$ cat src/rtl/regfile_wb_scheduler_if.sv
// Writeback scheduler bus: decode hazard query, ALU/MEM writeback handshakes and the
// register_file write port, with the observable pending-count.
interface regfile_wb_scheduler_if #(
   parameter int unsigned DATA_W = 32,
   parameter int unsigned ADDR_W = 5
);
   logic              issue_valid;
   logic [ADDR_W-1:0] issue_dest_5;
   logic [ADDR_W-1:0] rd_s1_addr_5;
   logic [ADDR_W-1:0] rd_s2_addr_5;
   logic              stall;

   logic              alu_valid;
   logic [ADDR_W-1:0] alu_dest_5;
   logic [DATA_W-1:0] alu_data_32;
   logic              alu_ready;

   logic              mem_valid;
   logic [ADDR_W-1:0] mem_dest_5;
   logic [DATA_W-1:0] mem_data_32;
   logic              mem_ready;

   logic              rf_w_en;
   logic [ADDR_W-1:0] rf_w_address_d_5;
   logic [DATA_W-1:0] rf_w_data_dval_32;
   logic [ADDR_W:0]   pending_count;

   // Pipeline side: decode plus the execute/memory writeback requesters.
   modport master (
      output issue_valid, issue_dest_5, rd_s1_addr_5, rd_s2_addr_5,
      output alu_valid, alu_dest_5, alu_data_32,
      output mem_valid, mem_dest_5, mem_data_32,
      input  stall, alu_ready, mem_ready,
      input  rf_w_en, rf_w_address_d_5, rf_w_data_dval_32, pending_count
   );

   modport slave (
      input  issue_valid, issue_dest_5, rd_s1_addr_5, rd_s2_addr_5,
      input  alu_valid, alu_dest_5, alu_data_32,
      input  mem_valid, mem_dest_5, mem_data_32,
      output stall, alu_ready, mem_ready,
      output rf_w_en, rf_w_address_d_5, rf_w_data_dval_32, pending_count
   );
endinterface

$ cat src/rtl/regfile_wb_scheduler.sv
// Arbitrates ALU/MEM writebacks onto the single register_file write port and tracks
// which registers still have a write outstanding so decode can stall on RAW/WAW hazards.
module regfile_wb_scheduler #(
   parameter int unsigned DATA_W     = 32,
   parameter int unsigned ADDR_W     = 5,
   parameter bit          FIRST_PRIO = 1'b0
) (
   input logic                    clock,
   input logic                    reset_n,
   regfile_wb_scheduler_if.slave  wb
);

   localparam int unsigned NumRegs = 2 ** ADDR_W;
   localparam int unsigned CntW    = ADDR_W + 1;

   typedef enum logic [0:0] {
      GrantAlu = 1'b0,
      GrantMem = 1'b1
   } grant_e;

   grant_e              last_grant_q, last_grant_d;
   logic [NumRegs-1:0]  pending_q, pending_d;
   logic                rf_w_en_q, rf_w_en_d;
   logic [ADDR_W-1:0]   rf_addr_q, rf_addr_d;
   logic [DATA_W-1:0]   rf_data_q, rf_data_d;
   logic [CntW-1:0]     count_q, count_d;

   logic                collision;
   logic                grant;
   logic                alu_ready;
   logic                mem_ready;
   logic                issue_accept;
   logic [ADDR_W-1:0]   grant_dest;
   logic [DATA_W-1:0]   grant_data;

   // Hazard detection against the current scoreboard.
   always_comb begin
      wb.stall = pending_q[wb.rd_s1_addr_5]
               | pending_q[wb.rd_s2_addr_5]
               | (wb.issue_valid & pending_q[wb.issue_dest_5]);
      issue_accept = wb.issue_valid & ~wb.stall;
   end

   // Round-robin only matters on a collision; a lone requester is always granted.
   always_comb begin
      collision  = wb.alu_valid & wb.mem_valid;
      alu_ready  = wb.alu_valid & (~wb.mem_valid | (last_grant_q == GrantMem));
      mem_ready  = wb.mem_valid & ~alu_ready;
      grant      = alu_ready | mem_ready;
      grant_dest = alu_ready ? wb.alu_dest_5  : wb.mem_dest_5;
      grant_data = alu_ready ? wb.alu_data_32 : wb.mem_data_32;
   end

   assign wb.alu_ready = alu_ready;
   assign wb.mem_ready = mem_ready;

   always_comb begin
      last_grant_d = last_grant_q;
      if (collision) begin
         last_grant_d = alu_ready ? GrantAlu : GrantMem;
      end
   end

   // Register 0 is consumed but never written or tracked.
   always_comb begin
      rf_w_en_d = grant & (grant_dest != '0);
      rf_addr_d = rf_addr_q;
      rf_data_d = rf_data_q;
      if (grant) begin
         rf_addr_d = grant_dest;
         rf_data_d = grant_data;
      end
   end

   // Clear first, then set, so a same-edge set leaves the register pending.
   always_comb begin
      pending_d = pending_q;
      if (rf_w_en_q) begin
         pending_d[rf_addr_q] = 1'b0;
      end
      if (issue_accept && (wb.issue_dest_5 != '0)) begin
         pending_d[wb.issue_dest_5] = 1'b1;
      end
      pending_d[0] = 1'b0;

      count_d = '0;
      for (int unsigned i = 1; i < NumRegs; i++) begin
         count_d = count_d + CntW'(pending_d[i]);
      end
   end

   always_ff @(posedge clock or negedge reset_n) begin
      if (!reset_n) begin
         pending_q    <= '0;
         count_q      <= '0;
         rf_w_en_q    <= 1'b0;
         rf_addr_q    <= '0;
         rf_data_q    <= '0;
         last_grant_q <= grant_e'(~FIRST_PRIO);
      end else begin
         pending_q    <= pending_d;
         count_q      <= count_d;
         rf_w_en_q    <= rf_w_en_d;
         rf_addr_q    <= rf_addr_d;
         rf_data_q    <= rf_data_d;
         last_grant_q <= last_grant_d;
      end
   end

   assign wb.rf_w_en           = rf_w_en_q;
   assign wb.rf_w_address_d_5  = rf_addr_q;
   assign wb.rf_w_data_dval_32 = rf_data_q;
   assign wb.pending_count     = count_q;

`ifndef SYNTHESIS
   a_one_grant : assert property (@(posedge clock) disable iff (!reset_n)
      !(alu_ready && mem_ready));
   a_r0_clear : assert property (@(posedge clock) disable iff (!reset_n)
      !pending_q[0]);
`endif

endmodule

$ cat src/flat_wrapper.sv
// flat-port wrapper written by rule: the top's interface ports become plain ports
module regfile_wb_scheduler_flat 
#(
   parameter int unsigned DATA_W     = 32,
   parameter int unsigned ADDR_W     = 5,
   parameter bit          FIRST_PRIO = 1'b0
)
  (clock, reset_n, wb_issue_valid, wb_issue_dest_5, wb_rd_s1_addr_5, wb_rd_s2_addr_5, wb_alu_valid, wb_alu_dest_5, wb_alu_data_32, wb_mem_valid, wb_mem_dest_5, wb_mem_data_32, wb_stall, wb_alu_ready, wb_mem_ready, wb_rf_w_en, wb_rf_w_address_d_5, wb_rf_w_data_dval_32, wb_pending_count);
  regfile_wb_scheduler_if #(.DATA_W(DATA_W), .ADDR_W(ADDR_W)) wb_i ();
  input logic clock;
  input logic reset_n;
  input wire logic [$bits(wb_i.issue_valid)-1:0] wb_issue_valid;
  input wire logic [$bits(wb_i.issue_dest_5)-1:0] wb_issue_dest_5;
  input wire logic [$bits(wb_i.rd_s1_addr_5)-1:0] wb_rd_s1_addr_5;
  input wire logic [$bits(wb_i.rd_s2_addr_5)-1:0] wb_rd_s2_addr_5;
  input wire logic [$bits(wb_i.alu_valid)-1:0] wb_alu_valid;
  input wire logic [$bits(wb_i.alu_dest_5)-1:0] wb_alu_dest_5;
  input wire logic [$bits(wb_i.alu_data_32)-1:0] wb_alu_data_32;
  input wire logic [$bits(wb_i.mem_valid)-1:0] wb_mem_valid;
  input wire logic [$bits(wb_i.mem_dest_5)-1:0] wb_mem_dest_5;
  input wire logic [$bits(wb_i.mem_data_32)-1:0] wb_mem_data_32;
  output wire logic [$bits(wb_i.stall)-1:0] wb_stall;
  output wire logic [$bits(wb_i.alu_ready)-1:0] wb_alu_ready;
  output wire logic [$bits(wb_i.mem_ready)-1:0] wb_mem_ready;
  output wire logic [$bits(wb_i.rf_w_en)-1:0] wb_rf_w_en;
  output wire logic [$bits(wb_i.rf_w_address_d_5)-1:0] wb_rf_w_address_d_5;
  output wire logic [$bits(wb_i.rf_w_data_dval_32)-1:0] wb_rf_w_data_dval_32;
  output wire logic [$bits(wb_i.pending_count)-1:0] wb_pending_count;
  assign wb_i.issue_valid = wb_issue_valid;
  assign wb_i.issue_dest_5 = wb_issue_dest_5;
  assign wb_i.rd_s1_addr_5 = wb_rd_s1_addr_5;
  assign wb_i.rd_s2_addr_5 = wb_rd_s2_addr_5;
  assign wb_i.alu_valid = wb_alu_valid;
  assign wb_i.alu_dest_5 = wb_alu_dest_5;
  assign wb_i.alu_data_32 = wb_alu_data_32;
  assign wb_i.mem_valid = wb_mem_valid;
  assign wb_i.mem_dest_5 = wb_mem_dest_5;
  assign wb_i.mem_data_32 = wb_mem_data_32;
  assign wb_stall = wb_i.stall;
  assign wb_alu_ready = wb_i.alu_ready;
  assign wb_mem_ready = wb_i.mem_ready;
  assign wb_rf_w_en = wb_i.rf_w_en;
  assign wb_rf_w_address_d_5 = wb_i.rf_w_address_d_5;
  assign wb_rf_w_data_dval_32 = wb_i.rf_w_data_dval_32;
  assign wb_pending_count = wb_i.pending_count;
  regfile_wb_scheduler #(.DATA_W(DATA_W), .ADDR_W(ADDR_W), .FIRST_PRIO(FIRST_PRIO)) u_core (.clock(clock), .reset_n(reset_n), .wb(wb_i));
endmodule
$ cat config.mk
export PLATFORM = sky130hd
export DESIGN_NAME = regfile_wb_scheduler_flat
export DESIGN_NICKNAME = d
export VERILOG_FILES = /design/src/rtl/regfile_wb_scheduler_if.sv /design/src/rtl/regfile_wb_scheduler.sv /design/src/flat_wrapper.sv
export SDC_FILE = /design/constraint.sdc
export NUM_CORES = 1
export LEC_CHECK = 0
export CAP_MARGIN = 20
export CORE_MARGIN = 5
export CORE_UTILIZATION = 30
export CTS_CLUSTER_DIAMETER = 50
export DETAILED_ROUTE_END_ITERATION = 10
export GPL_TIMING_DRIVEN = 0
export PLACE_DENSITY_LB_ADDON = 0.05
export SETUP_SLACK_MARGIN = 0.05
export SLEW_MARGIN = 25
export SYNTH_ARGS = -nofsm -noshare
export SYNTH_HDL_FRONTEND = slang
export SYNTH_SLANG_ARGS = --single-unit
$ cat constraint.sdc
create_clock -name clock -period 8.5 [get_ports clock]
set_input_delay 1.7 -clock clock [delete_from_list [all_inputs] [get_ports clock]]
set_output_delay 1.7 -clock clock [all_outputs]
set_load 0.005 [all_outputs]
==> metrics.cfg, run 1 <==
[placement]
dp.cells=962
place_hpwl_um=15100
port_buffers=130
post-place-ws_ns=-0.587
gp_congestion=0.874

[synth]
synthSimpleGateAreaFrac_pct=12.6
synth-async-reset-ratio_pct=100
syn_inst=602
synth_top_family_by_area=compound AO/OA/AOI/OAI gates
netlist-cell-type-count=49
synth_compound_area_share_pct=22.8
ys_seq_area_share_pct=35.2
syn_area_per_cell_um2=8.99
syn_area_um2=5410
yosysWarningCount=0
yosys-top-cells-area=dfrtp_1 (35%), fa_1 (8.5%), inv_1 (4.4%)
yosysTopAreaCell=dfrtp_1
synth_edf_count=0
yosys_most_used_dff=dfrtp_1
synthAdderAreaFrac_pct=10.6
synth.area.mux_share_pct=10.3
synth-seq-cells=76
synth-xor-area-share_pct=0.647
synth_top_area_share_pct=34.7
syn_nets=728

[sta]
finalCritPeriodShare_pct=95.8
fmax_mhz=123
layout_setup_ws_ns=0.357
maxSlewHeadroom_pct=49.9
slew_viol_final=0
hold_slack_ns=0.637
setup_tns_ns=0
min_period_ns=8.14
hold_viol_final=0
setup_violations=0
finClkSkew_ns=0.00775
timing_worst_slew_pin_value_ns=0.749
rsz0062_at_grt=false

[setup_path]
cp.required_ns=8.73
critPathMaxStageDelay_ns=0.57
crit_path_frequent_cell=fa_1
cpMaxStageDelayCell=fa_1
cp_max_fo=10
cp-start-kind=input pin
end_kind=register
crit_arrival_ns=8.37
r2r_slack_ns=1.53
critical_path_class=input pin to register

[detailed_routing]
first_pass_iters=6
ant_nets=0
viasPerCell=5.33
vias=5217
routedWlPerCell_um=20.0
drt-total-wl_um=19600
drt-initial-drc-count=390
drcViolationCount=0

[cts]
cts.sinks=76
cts_hold_buf=0
clock_path_buffers=2
cts_tree=done
cts-htree-levels=3
clkSlewWorstSetupHoldPaths_ns=0.06
cts-root-buf=clkbuf_16
cts_buffers=9
clock_latency_ns=0.35

[layout]
fin_cells=979
nets=872
final_common_cell=clkdlybuf4s50_1
syn2layout_area_growth_pct=35.3
drive_gt1_share_pct=9.20
final_cell_mix=clkdlybuf4s50_1 (125), dfrtp_1 (75), inv_1 (63)
antenna_cells=0

[global_routing]
first_global_vias=5187
grt_max_degree=41
grt_pass1_wl_um=29800
gr-total-overflow=0
antenna_found_initial=0
grt_usage_pct=18.5

[run_status]
status=finished clean

[floorplanning]
ios=141
start_util_pct=30.3
rows=49
core_um2=17800
fp.dieW_um=144
die_h_um=144
dieArea_um2=20800

[worst_hold_path]
hold_path.class=register to register

[flow_run]
max-cap-violations=0

area by class of cell:
| cell class | instances | area [um^2] |
|---|---|---|
| fill | 1762 | 10500 |
| multi-input combinational | 418 | 3100 |
| sequential | 76 | 1900 |
| timing repair buffer | 133 | 1330 |
| tap | 229 | 287 |
| inverter | 63 | 236 |
| clock buffer | 10 | 229 |
| buffer | 45 | 208 |
| clock inverter | 5 | 30.0 |
cells in the mapped netlist (5+ instances only):
cell type and instances:
a21oi_1 38, a22oi_1 7, a31oi_1 32, buf_1 9, buf_2 8, clkbuf_1 25
dfrtp_1 75, fa_1 23, ha_1 9, inv_1 63, mux2_2 11, mux2i_1 21
mux4_2 10, nand2_1 48, nand3b_1 6, nor2_1 40, nor2b_1 7, o21a_1 17
o21ai_0 34, o21ai_1 31, o221a_2 5, o22ai_1 32
timing repair:
action                     CTS  global route
setup endpoints to repair    5             4
resized for setup            7            12
pin swaps                    0             2
setup buffers                0             2
worst paths after layout:
kind / endpoint / cells after the start / from
worst max-delay path: u_core.wb.pending_count[4] / 27 / wb_issue_dest_5[1]
worst min-delay path: u_core.pending_q[18] / 2 / u_core.pending_q[18]
worst max register to register: u_core.wb.pending_count[4] / 24 / u_core.pending_q[20]
worst min register to register: u_core.pending_q[18] / 2 / u_core.pending_q[18]
max in group asynchronous: u_core.wb.rf_w_data_dval_32[12] / 2 / reset_n
min in group asynchronous: u_core.wb.pending_count[3] / 1 / reset_n
per-stage QoR:
stage,util [%],instance area (um^2)
after global placement,39.2,7000
after CTS,40.9,7290
final,41.0,7320
after detailed placement,39.4,7020
after floorplan,-,5410
after global routing,41.0,7320
worst max-delay path: cells and delay by family:
kind	cells	cell delay [ns]
AOI/OAI and AO/OA	4	0.75
adders and majority gates	9	3.97
muxes	1	0.20
buffers and inverters	9	1.01
and+or+nand+nor	3	0.62
xor gates and xnor gates	1	0.12
layer usage:
metal | wire length (um) | track usage, %
met1 | 8900 | 26.1
met2 | 9090 | 28.8
met3 | 1180 | 3.51
met4 | 400 | 6.04
met5 | 0 | 0
cell families after synthesis:
group           count (synthesis)
simple gates                  135
fa+ha+maj                      32
xor+xnor                        4
mux                            42
flops                          76
buf+inv                       108
compound gates                205
registers in the layout (all words and copies together), names as in the netlist:
signal,cells
u_core.wb.rf_w_address_d_5,5
u_core.wb.pending_count,6
u_core.pending_q,31
u_core.wb.rf_w_en,1
u_core.last_grant_q,1
u_core.wb.rf_w_data_dval_32,32
Power of run 1 is not shown: default switching activity piles up to over one toggle a cycle in this logic, so the estimate is an artifact.
==> inputs of run 2 (changes only) <==
- ABC_CLOCK_PERIOD_IN_PS: not set -> 8500
==> results of run 2 <==
Same layout as run 1: the final DEF is identical, and so are final timing and power.
Power of run 2 is left out for the same reason.
